[src/rtl/demorgan_sweep_ctrl.sv]
// Sweep sequencer and self-checker for the shared demorgan gate datapath.
// Optional first-failure snapshot enabled by defining DEMORGAN_SWEEP_SNAP_EN.
module demorgan_sweep_ctrl #(
    parameter int unsigned SETTLE = 1
) (
    input  logic       clk,
    input  logic       rst_n,
    input  logic       start,
    input  logic       abort,
    input  logic       n_a,
    input  logic       n_b,
    input  logic       n_a_and_n_b,
    input  logic       n_a_or_n_b,
    input  logic       n_aorb,
    input  logic       n_aandb,
    output logic       a_out,
    output logic       b_out,
    output logic       busy,
    output logic       done,
    output logic [3:0] pass_mask,
    output logic [2:0] err_cnt,
    output logic       all_pass,
    output logic [8:0] err_snap
);

    typedef enum logic [1:0] {IDLE, DRIVE, SAMPLE, DONE} state_t;

    localparam logic [3:0] SETTLE_L = 4'(SETTLE);

    state_t     state;
    logic [1:0] idx;
    logic [1:0] idx_nxt;
    logic [3:0] cnt;
    logic [5:0] obs;
    logic [5:0] ref_vec;
    logic       vec_ok;

    // Reference is derived from idx, not a_out, so a stuck driver shows up as a failure.
    always_comb begin
        obs     = {n_a, n_b, n_a_and_n_b, n_a_or_n_b, n_aorb, n_aandb};
        ref_vec = {~idx[1], ~idx[0], ~(idx[1] | idx[0]), ~(idx[1] & idx[0]),
                   ~(idx[1] | idx[0]), ~(idx[1] & idx[0])};
        vec_ok  = (obs == ref_vec);
        idx_nxt = idx + 2'd1;
    end

    always_ff @(posedge clk or negedge rst_n) begin
        if (!rst_n) begin
            state     <= IDLE;
            idx       <= 2'd0;
            cnt       <= 4'd0;
            a_out     <= 1'b0;
            b_out     <= 1'b0;
            busy      <= 1'b0;
            done      <= 1'b0;
            pass_mask <= 4'd0;
            err_cnt   <= 3'd0;
            all_pass  <= 1'b0;
        end else begin
            done <= 1'b0;
            case (state)
                IDLE: begin
                    if (start) begin
                        state     <= DRIVE;
                        busy      <= 1'b1;
                        idx       <= 2'd0;
                        cnt       <= SETTLE_L;
                        a_out     <= 1'b0;
                        b_out     <= 1'b0;
                        pass_mask <= 4'd0;
                        err_cnt   <= 3'd0;
                        all_pass  <= 1'b0;
                    end
                end
                DRIVE: begin
                    if (abort) begin
                        state <= IDLE;
                        busy  <= 1'b0;
                    end else if (cnt <= 4'd1) begin
                        state <= SAMPLE;
                    end else begin
                        cnt <= cnt - 4'd1;
                    end
                end
                SAMPLE: begin
                    if (abort) begin
                        state <= IDLE;
                        busy  <= 1'b0;
                    end else begin
                        if (vec_ok) pass_mask[idx] <= 1'b1;
                        else        err_cnt        <= err_cnt + 3'd1;
                        if (idx == 2'd3) begin
                            state    <= DONE;
                            done     <= 1'b1;
                            all_pass <= vec_ok && (pass_mask[2:0] == 3'b111);
                        end else begin
                            idx   <= idx_nxt;
                            cnt   <= SETTLE_L;
                            a_out <= idx_nxt[1];
                            b_out <= idx_nxt[0];
                            state <= DRIVE;
                        end
                    end
                end
                DONE: begin
                    state <= IDLE;
                    busy  <= 1'b0;
                end
                default: state <= IDLE;
            endcase
        end
    end

`ifdef DEMORGAN_SWEEP_SNAP_EN
    // Bit 0 doubles as the "already captured" flag so only the first failure sticks.
    always_ff @(posedge clk or negedge rst_n) begin
        if (!rst_n) begin
            err_snap <= 9'h000;
        end else if (state == IDLE && start) begin
            err_snap <= 9'h000;
        end else if (state == SAMPLE && !abort && !vec_ok && !err_snap[0]) begin
            err_snap <= {idx, obs, 1'b1};
        end
    end
`else
    assign err_snap = 9'h000;
`endif

endmodule

[config.mk]
export PLATFORM = sky130hd
export DESIGN_NAME = demorgan_sweep_ctrl
export DESIGN_NICKNAME = d
export VERILOG_FILES = /design/src/rtl/demorgan_sweep_ctrl.sv
export SDC_FILE = /design/constraint.sdc
export NUM_CORES = 1
export LEC_CHECK = 0
export BUFFER_PORTS_ARGS = -buffer_cell sky130_fd_sc_hd__buf_2
export CAP_MARGIN = 20
export CORE_UTILIZATION = 55
export CTS_BUF_LIST = sky130_fd_sc_hd__clkbuf_4 sky130_fd_sc_hd__clkbuf_8
export DETAILED_ROUTE_END_ITERATION = 10
export PLACE_DENSITY = 0.83
export SLEW_MARGIN = 15
export SYNTH_ARGS = -nofsm -noshare
export SYNTH_HDL_FRONTEND = slang
export SYNTH_SLANG_ARGS = --single-unit
[constraint.sdc]
create_clock -name clk -period 2.18 [get_ports clk]
set_input_delay 0.109 -clock clk [delete_from_list [all_inputs] [get_ports clk]]
set_output_delay 0.109 -clock clk [all_outputs]
set_load 0.02 [all_outputs]
Yosys cells after proc, flatten, opt, wreduce, memory -nomap -nowiden
Index checks and enable logic that the tools add are counted.
Widths: inputs -> output; s select.
Storage, ports and cells
  bits in registers: 20
  input port bits: 10
Operators by class
  reductions and logical operators: 13
  bitwise gates (word level): 7
  add/sub/neg operators: 3
  equality and inequality tests: 16
  $lt $le $gt $ge: 3
  multiplexer cells: 42
Operators with widths (number)
  $mux 4: 8
  $mux 2: 8
  $ne 2x2->1 const B: 8
  $reduce_and 4->1: 4
  $mux 1: 13
  $pmux 4 s3: 1
  $mux 3: 3
  $pmux 2 s4: 1
  $pmux 4 s2: 1
  $eq 2x2->1 const B: 3
  $eq 6x6->1: 1
  $pmux 1 s2: 3
  $pmux 3 s2: 1
  $reduce_and 6->1: 1
  $le 4x1->1 const B: 1
  $not 1->1: 4
  $or 4x4->4: 1
  $pmux 2 s2: 1
  $reduce_and 2->1: 2
  $sub 4x1->4 const B: 1
  $add 3x1->3 const B: 1
  $eq 3x3->1 const B: 1
  $lt 2x3->1 const B: 1
  $ne 3x3->1 const B: 1
  13 further kinds: 14

Depth between registers and ports, before layout
Gate-level depths: netlist of run 1.
  depth after elaboration: 8
  depth in mapped cells: 7

Worst setup path before layout of run 1
No wires, ideal clock.
  path type: register -> register
  from: register a_out (netlist name)
  to: register err_cnt[1]
  path slack: 0.292 ns
  required time: 2.098 ns
  arrival time: 1.806 ns
  path buffers: 0
  stages on the path, launching flop included: 7
  cells stage by stage: dfrtp_1 -> inv_1 -> ha_1 -> xnor2_1 -> nand4_2 -> o41a_1 -> o22ai_1
RTL lines
  end signal, assigned: line 91  | else err_cnt <= err_cnt + 3'd1;
  end, declared: line 21  | output logic [2:0] err_cnt,

==> impl.org, run 1 <==
** Global route
- The number of global-route vias before repair was 944.
- For this run the aggregate overflow at the end of global routing stands at 0.
- The first global-routing pass estimated 4.008 mm of wire.
- Maximum number of pins on one net before global-route repair :: 19
- Across every metal layer, demand over resource in global routing totals 20.89%.
- The initial antenna violation count was 0.

** Logic synthesis
- Main combinational cell family by area after synthesis :: compound AO/OA/AOI/OAI gates
- Top cells by area in the synthesized netlist :: dfrtp_1 36%, ha_1 13%, buf_4 5.4%
- Post-synthesis simple-gate area fraction :: 14.43%
- For this run, the register share of the synthesized area comes to 36.07%.
- Fraction of the mapped netlist area in adder cells :: 13.03%
- Yosys mapped the design onto 39 distinct sky130hd cell types.
- Synthesis produced a netlist whose cell count is 125.
- Total of warnings raised by yosys :: 0
- Summing the areas of all compound-gate instances in the mapped netlist gives 17.13% of the synthesized area.
- Share of the synthesized area in the top cell type :: 36.07%
- Predominant post-synthesis flop cell :: dfrtp_1
- After synthesis, the share of flip-flops with an asynchronous set or reset is 100.0%.
- The largest total area in the synthesized netlist belongs to dfrtp_1.
- Synthesized flop and latch total :: 18
- Each instance of the synthesized netlist takes up on average 9.990 µm².
- After synthesis the cells add up to 1249 µm².
- Of the post-synthesis cell area, the part taken by muxes is 5.110%.
- In this run, synthesis inferred 0 flip-flops with an integrated enable.
- Summing the areas of all xor and xnor instances in the mapped netlist gives 4.208% of the synthesized area.

** Placement
- Weighted congestion reported at the end of routability-driven placement :: 0.8802
- Placed wire-length estimate :: 1.778 mm
- Cell area after placement :: 1349 µm²
- In this run, placement finished with an instance count of 171.
- IO Port Bufs :: 21

** Route
- The detailed router used layers up to and including met4.
- In the final routed layout, each cell accounts on average for 12.91 µm.
- Post-route DRC :: 0
- In this run the remaining antenna-violating nets after routing total 0.
- Wl on met1 :: 1.058 mm
- In the detailed route, the total length drawn on met2 is 1.065 mm.
- Iter 0 DRT Violations :: 11
- Detailed routing inserted a total of 972 vias.
- After detailed routing, the number of vias per cell comes to 5.554.
- After detailed routing, the total wire length is 2.260 mm.
- The first TritonRoute pass finished after 5 iterations.
- Detailed routing placed a total of 117 µm of wire on met3.

** CTS
- CTS tree :: built
- The clock net in this run drives a total of 18 sinks.
- Maximum level of the CTS H-tree :: 1
- Clk_lat worst skew :: 0.28 ns
- Post-cts sizing count :: 0
- In this run, CTS created clock tree buffers numbering 3.
- Post-CTS timing repair inserted 0 buffers for setup.
- Clock tree synthesis selected as its root buffer the cell clkbuf_4.
- Max Buffers Root-to-Sink :: 2
- The number of hold buffers added after CTS was 1.
- CTS clk-pin slew, worst paths :: 0.10 ns

** Hold path
- The tightest min-delay check is of the in -> async type.

** Final layout
- Leaving out fill and tap cells, the most frequent cell in the layout is buf_2.
- Area of all placed cells without fillers :: 1381 µm²
- In the final layout, the share of cells above drive strength 1 is 22.97%.
- Number of nets in the layout :: 173
- The area growth from synthesis to layout is 10.62%.
- Once layout is complete, the utilization of the core stands at 67.65%.
- Top library cells by usage in the layout, fill and taps aside :: 21 x buf_2, 18 x dfrtp_1, 13 x ha_1, 12 x inv_1, 9 x conb_1
- Number of antenna repair diodes :: 0
- Final standard cell count with taps included and fillers excluded :: 175

** Run status
- Status :: finished, final reports clean

** Pwr
- For this design the total switching power over the nets is 0.0005387 W.
- Internal power contribution :: 0.0007136 W
- IR analysis of the VDD net gives a maximum drop of 0.6400 mV.
- Power density of the placed cells :: 906.6 nW/µm²
- Net switching is 43.01% of the power.
- The analysis attributes to cell leakage a power of 0.7270 nW.
- Sequential cells burn 35.4% of the power.
- Part of the power in the clock network :: 12.7%
- In this run, the combinational gates consume 51.9% of the power.

** Worst setup path
- The worst register-to-register path begins at a_out.
- Worst setup path start :: a_out
- In this run the worst path has a maximum fanout of 8.
- Critical path type :: reg -> reg
- Number of cells on the worst reg-to-reg path :: 6
- At the worst endpoint, the arrival time is 2.17 ns.
- Reg-to-reg slack, setup :: 0.23 ns
- Worst Setup Start Kind :: register
- Kind of end point of the critical path :: register
- CP Data Required Time :: 2.41 ns
- In this run the critical register-to-register path is captured at all_pass.

** Floorplan
- After floorplanning, the core was sized to cover 2042 µm².
- For this design the top-level I/O count stands at 31.
- Y dimension of the die :: 49.65 µm
- Die Width :: 49.65 µm
- After floorplanning, the core was divided into 16 placement rows.
- The initial utilization of the core area, before any placement, comes to 61.15%.
- The die covers 2465 µm².

** STA
- The tightest hold path in the finished design has a slack of 0.2686 ns.
- Post-route clock period utilization :: 89.27%
- The max-slew violation count was 0.
- Final setup fails :: 0
- Clock skew on the completed layout was measured at 0.002979 ns.
- Max Fclk :: 0.5139 GHz
- The number of failing hold endpoints at the final stage came to 0.
- Final period demand of the worst path :: 1.946 ns
- Accumulated negative setup slack :: 0 ns
- Setup repair after global routing missed its margin :: false

** Job
- Across the run, the number of max-cap violations was 0.
-- registers in the layout, indices dropped and copies added (netlist names), 2 cells and up --
signal	count
state	2
cnt	4
pass_mask	4
err_cnt	3
-- routing by layer --
layer	up-vias	global-route usage [%]
li1	475	-
met1	466	26.63
met2	27	35.81
met3	4	4.630
met4	0	4.762
met5	-	0
-- worst max-delay path: stages (launching register included) --
cell and delay (ns):
dfrtp_1 0.50, inv_1 0.10, ha_1 0.27, xnor2_1 0.20, nand4_2 0.20, nor4_4 0.41
a31o_2 0.22
-- power by group through the flow --
stage	Clock [W]	Combinational [W]	Sequential [W]
2_1_floorplan	0	0.000465	0.000481
3_3_place_gp	0	0.000626	0.000446
3_5_place_dp	0	0.000638	0.000452
4_1_cts	0.000164	0.000647	0.000444
5_1_grt	0.000185	0.000717	0.000453
6_report	0.000160	0.000649	0.000443
-- kinds of logic (layout without fill, tap and decap cells) --
| logic type | Yosys count | in the layout |
|---|---|---|
| other cells | 1 | 9 |
| buf+inv | 23 | 38 |
| simple gates | 28 | 28 |
| fa+ha+maj | 13 | 13 |
| xor+xnor | 6 | 6 |
| compound gates | 30 | 30 |
| mux | 6 | 6 |
| flops | 18 | 18 |
-- worst max-delay path by stage --
stage	end	cells past startpoint
global placement	all_pass	6
CTS	all_pass	6
global route	all_pass	5
finish	all_pass	6
floorplan	err_cnt[1]	6
detailed placement	all_pass	6
-- synthesized netlist by cell type (2+ instances only) --
cell      instances
dfrtp_1          18
ha_1             13
inv_1            12
buf_4             9
a21oi_1           6
a22o_1            6
nor2_1            5
o21ai_0           4
xor2_1            4
and3_1            3
mux2_2            3
mux2i_1           3
nand2_1           3
nand2b_1          3
o22ai_1           3
a31oi_1           2
nor2b_1           2
nor3_1            2
nor4_1            2
o21a_1            2
xnor2_1           2
-- stage by stage --
stage                     total power (W)  setup slack, ns
after floorplan                 0.0009458           0.2916
after global placement           0.001072           0.2783
after detailed placement         0.001090           0.2517
after CTS                        0.001255           0.2304
after global routing             0.001355          0.03529
final                            0.001252           0.2339
-- layout make-up --
type,count,area (µm²)
well taps,27,33.78
fillers,171,660.6
repair buffers,23,122.6
flip-flops and latches,18,450.4
clock buffers,3,22.52
inverters,12,45.04
multi-input cells,92,706.9
No activity file was read; power rests on OpenSTA's default activity.
==> run 2, diff against run 1 <==
--- a/config.mk
+++ b/config.mk
@@ -7,10 +7,10 @@
 export LEC_CHECK = 0
 export BUFFER_PORTS_ARGS = -buffer_cell sky130_fd_sc_hd__buf_2
 export CAP_MARGIN = 20
-export CORE_UTILIZATION = 55
+export CORE_UTILIZATION = 30
 export CTS_BUF_LIST = sky130_fd_sc_hd__clkbuf_4 sky130_fd_sc_hd__clkbuf_8
 export DETAILED_ROUTE_END_ITERATION = 10
-export PLACE_DENSITY = 0.83
+export PLACE_DENSITY = 0.51
 export SLEW_MARGIN = 15
 export SYNTH_ARGS = -nofsm -noshare
 export SYNTH_HDL_FRONTEND = slang
==> run 2 against run 1 <==
Net effect: design area is 4.4% higher; largest power group unchanged; critical endpoint is now err_cnt[1]; routed wire length rose by 9.6%; sequential share of layout area is 1.4 points lower; largest cell class unchanged; core utilization decreased by 32 points; first-iteration DRC count rose to 3.5 times the previous value.
==> impl.org, run 2 (synthesis gave the netlist of run 1 again) <==
** Floorplan
- The initial standard-cell utilization of the core was 31.22% (-30 points).
- The width of the die came to 66.52 µm (+34%).
- The number of rows created at floorplan is 23 (+7).
- The die footprint is 4424 µm² (+79%).
- The standard cell core area was 4000 µm² (+96%).
- The top-level I/O count was 31 (unchanged).
- The chip height was 66.52 µm (+34%).

** Final layout
- Sequential cell area :: 450.4 µm² (unchanged)
- The largest registers in the layout are cnt: 4 flops, pass_mask: 4 flops, err_cnt: 3 flops.
- The number of filler cells placed in the layout was 417 (+140%).
- The final-stage net count came to 173 (unchanged).
- Layout cell share with drive strength beyond 1 :: 23.49% (+0.52 points)
- Area Growth Syn to Fin :: 15.53%
- Top library cells by usage in the layout, fill and taps aside :: 21 x buf_2, 18 x dfrtp_1, 13 x ha_1, 12 x inv_1, 9 x conb_1
- The library cell used most frequently in the layout, excluding fill and tap cells, is buf_2.
- The area of the multi-input gates came to 706.9 µm² (unchanged).
- Final Util :: 36.07% (-32 points)
- Number of antenna repair diodes :: 0 (unchanged)

** Worst setup path
- The number of stages on the worst setup path is 6 (unchanged).
- CP Data Required Time :: 2.34 ns (-0.07 ns)
- Worst Setup Start Kind :: register
- In this run the critical register-to-register path is launched from a_out.
- The slowest stage of the critical path belongs to the cell dfrtp_1.
- Kind of end point of the critical path :: register
- The kind of cell with the highest combined delay along the critical path is compound AO/OA/AOI/OAI gates.
- The worst path buffer plus inverter count was 1 (unchanged).
- CP Max Fanout :: 8 (unchanged)
- Slowest stage delay, CP :: 0.52 ns (+0.02 ns)
- The most critical setup path has its startpoint at a_out.
- Arrival time of the worst setup path :: 2.19 ns (+0.02 ns)
- Worst-path cell chain :: inv_1, ha_1, xnor2_1, nand4_2, o41a_1, o22ai_1
- Critical path type :: reg -> reg
- Number of cells on the worst reg-to-reg path :: 6 (unchanged)

** Run status
- Status :: finished, final reports clean

** STA
- Number of hold violations in the final report :: 0 (unchanged)
- The clock skew is 0.009621 ns (+0.006642 ns).
- Actual slew at the worst max-slew pin :: 0.5948 ns
- Setup repair after global routing missed its margin :: false
- The final setup violation count was 0 (unchanged).
- Accumulated negative setup slack :: 0 ns (unchanged)
- The worst setup margin came to 0.1550 ns (-0.07891 ns).
- Worst max-slew margin expressed relative to the limit :: 60.27%
- Post-route clock period utilization :: 92.89% (+3.6 points)
- Final period demand of the worst path :: 2.025 ns (+0.07891 ns)
- Final Slew Violations :: 0 (unchanged)
- Max Fclk :: 0.4938 GHz (-3.9%)

** Global route
- The total track usage was 12.52% (-8.4 points).
- The number of global-route vias before repair was 911 (-3.5%).
- The global-route wire length before repair was 4.133 mm (+3.1%).
- Total overflow reported by the global router :: 0 (unchanged)
- The largest net degree at the start of global routing was 19 (unchanged).
- Antenna violations before repair :: 0 (unchanged)

** Route
- The count of nets left with antenna violations after detail routing was 0 (unchanged).
- Total wirelength of the detailed-routed design :: 2.476 mm (+9.6%)
- Ratio of routed vias to standard cells :: 4.744 (-15%)
- Routed via count :: 944 (-2.9%)
- The number of detailed-routing iterations run before antenna repair is 4 (-1).
- The iteration-0 DRC count of the detailed router is 38 (+27).
- Post-route DRC :: 0 (unchanged)
- The routed length per placed instance was 12.44 µm (-3.7%).

** Pwr
- The cell area power density was 936.4 nW/µm² (+3.3%).
- The peak ir drop on the vdd network was 0.3553 mV (-44%).
- The overall power consumption was 0.001351 W (+7.9%).
- Static leakage :: 0.7423 nW (+2.1%)

** CTS
- The number of clock sinks seen by CTS is 18 (unchanged).
- The total number of H-tree levels was 1 (unchanged).
- Max Buffers Root-to-Sink :: 2 (unchanged)
- TritonCTS built the clock tree.
- The number of setup buffers added after CTS is 0 (unchanged).
- The post-CTS resize count is 0 (unchanged).
- CTS Buf Count :: 3 (unchanged)
- CTS clk-pin slew, worst paths :: 0.07 ns (-0.03 ns)
- The root buffer cell chosen for the clock tree is clkbuf_8.
- Clk_lat worst skew :: 0.26 ns (-0.02 ns)

** Job
- The max-cap check violation count was 0 (unchanged).

** Placement
- Weighted congestion reported at the end of routability-driven placement :: 0.8099 (-8.0%)
- The number of port buffers was 21 (unchanged).
- Placed wire-length estimate :: 1.934 mm (+8.8%)
- The worst setup slack after placement is 0.1743 ns (-0.07740 ns).

** Hold path
- Hold/Removal Path Class :: in -> reg
- Min-delay src :: abort
- Number of cells traversed by the worst hold path :: 3
==> run 2: layout make-up <==
type	count	area share, %
Multi-Input combinational cell	92	49.00
Clock buffer	4	3.816
Sequential cell	18	31.22
Inverter	12	3.122
Tap cell	50	4.337
Timing Repair Buffer	23	8.500
==> run 2: through the flow <==
stage,hold slack (ns),cells,area [µm²]
floorplan,-0.1866,133,1279
global placement,0.07656,194,1378
detailed placement,0.08344,194,1378
CTS,0.2994,199,1443
global route,0.3268,199,1443
finish,0.3064,199,1443
==> run 2: report_power, final <==
group	internal (W)	switching [W]
registers	0.000385	0.0000608
clock network	0.000160	0.000114
logic	0.000253	0.000377
total	0.000799	0.000552
==> run 2: worst paths after layout <==
| check | slack [ns] | end |
|---|---|---|
| min in group asynchronous | 0.32 | cnt[2] |
| min reg2reg | 0.50 | busy |
| max in group asynchronous | 1.54 | err_cnt[0] |
| max | 0.16 | err_cnt[1] |
| max reg2reg | 0.16 | err_cnt[1] |
| min | 0.31 | done |
==> run 2: worst min-delay path: stages <==
cell	delay, ns
buf_2	0.15
inv_1	0.11
and3_1	0.16
==> run 2: routing by layer <==
| metal | vias up | global-route usage, % | wire length [µm] |
|---|---|---|---|
| met4 | 0 | 4.787 | 8 |
| li1 | 471 | - | - |
| met2 | 18 | 20.92 | 1200 |
| met3 | 2 | 2.226 | 83 |
| met5 | - | 0 | 0 |
| met1 | 453 | 15.93 | 1184 |
==> run 2: timing repair <==
action                                  in CTS  in global routing
hold buffers                                 1                  0
endpoints found under the setup margin       0                  2
hold endpoints to repair                    18                  0
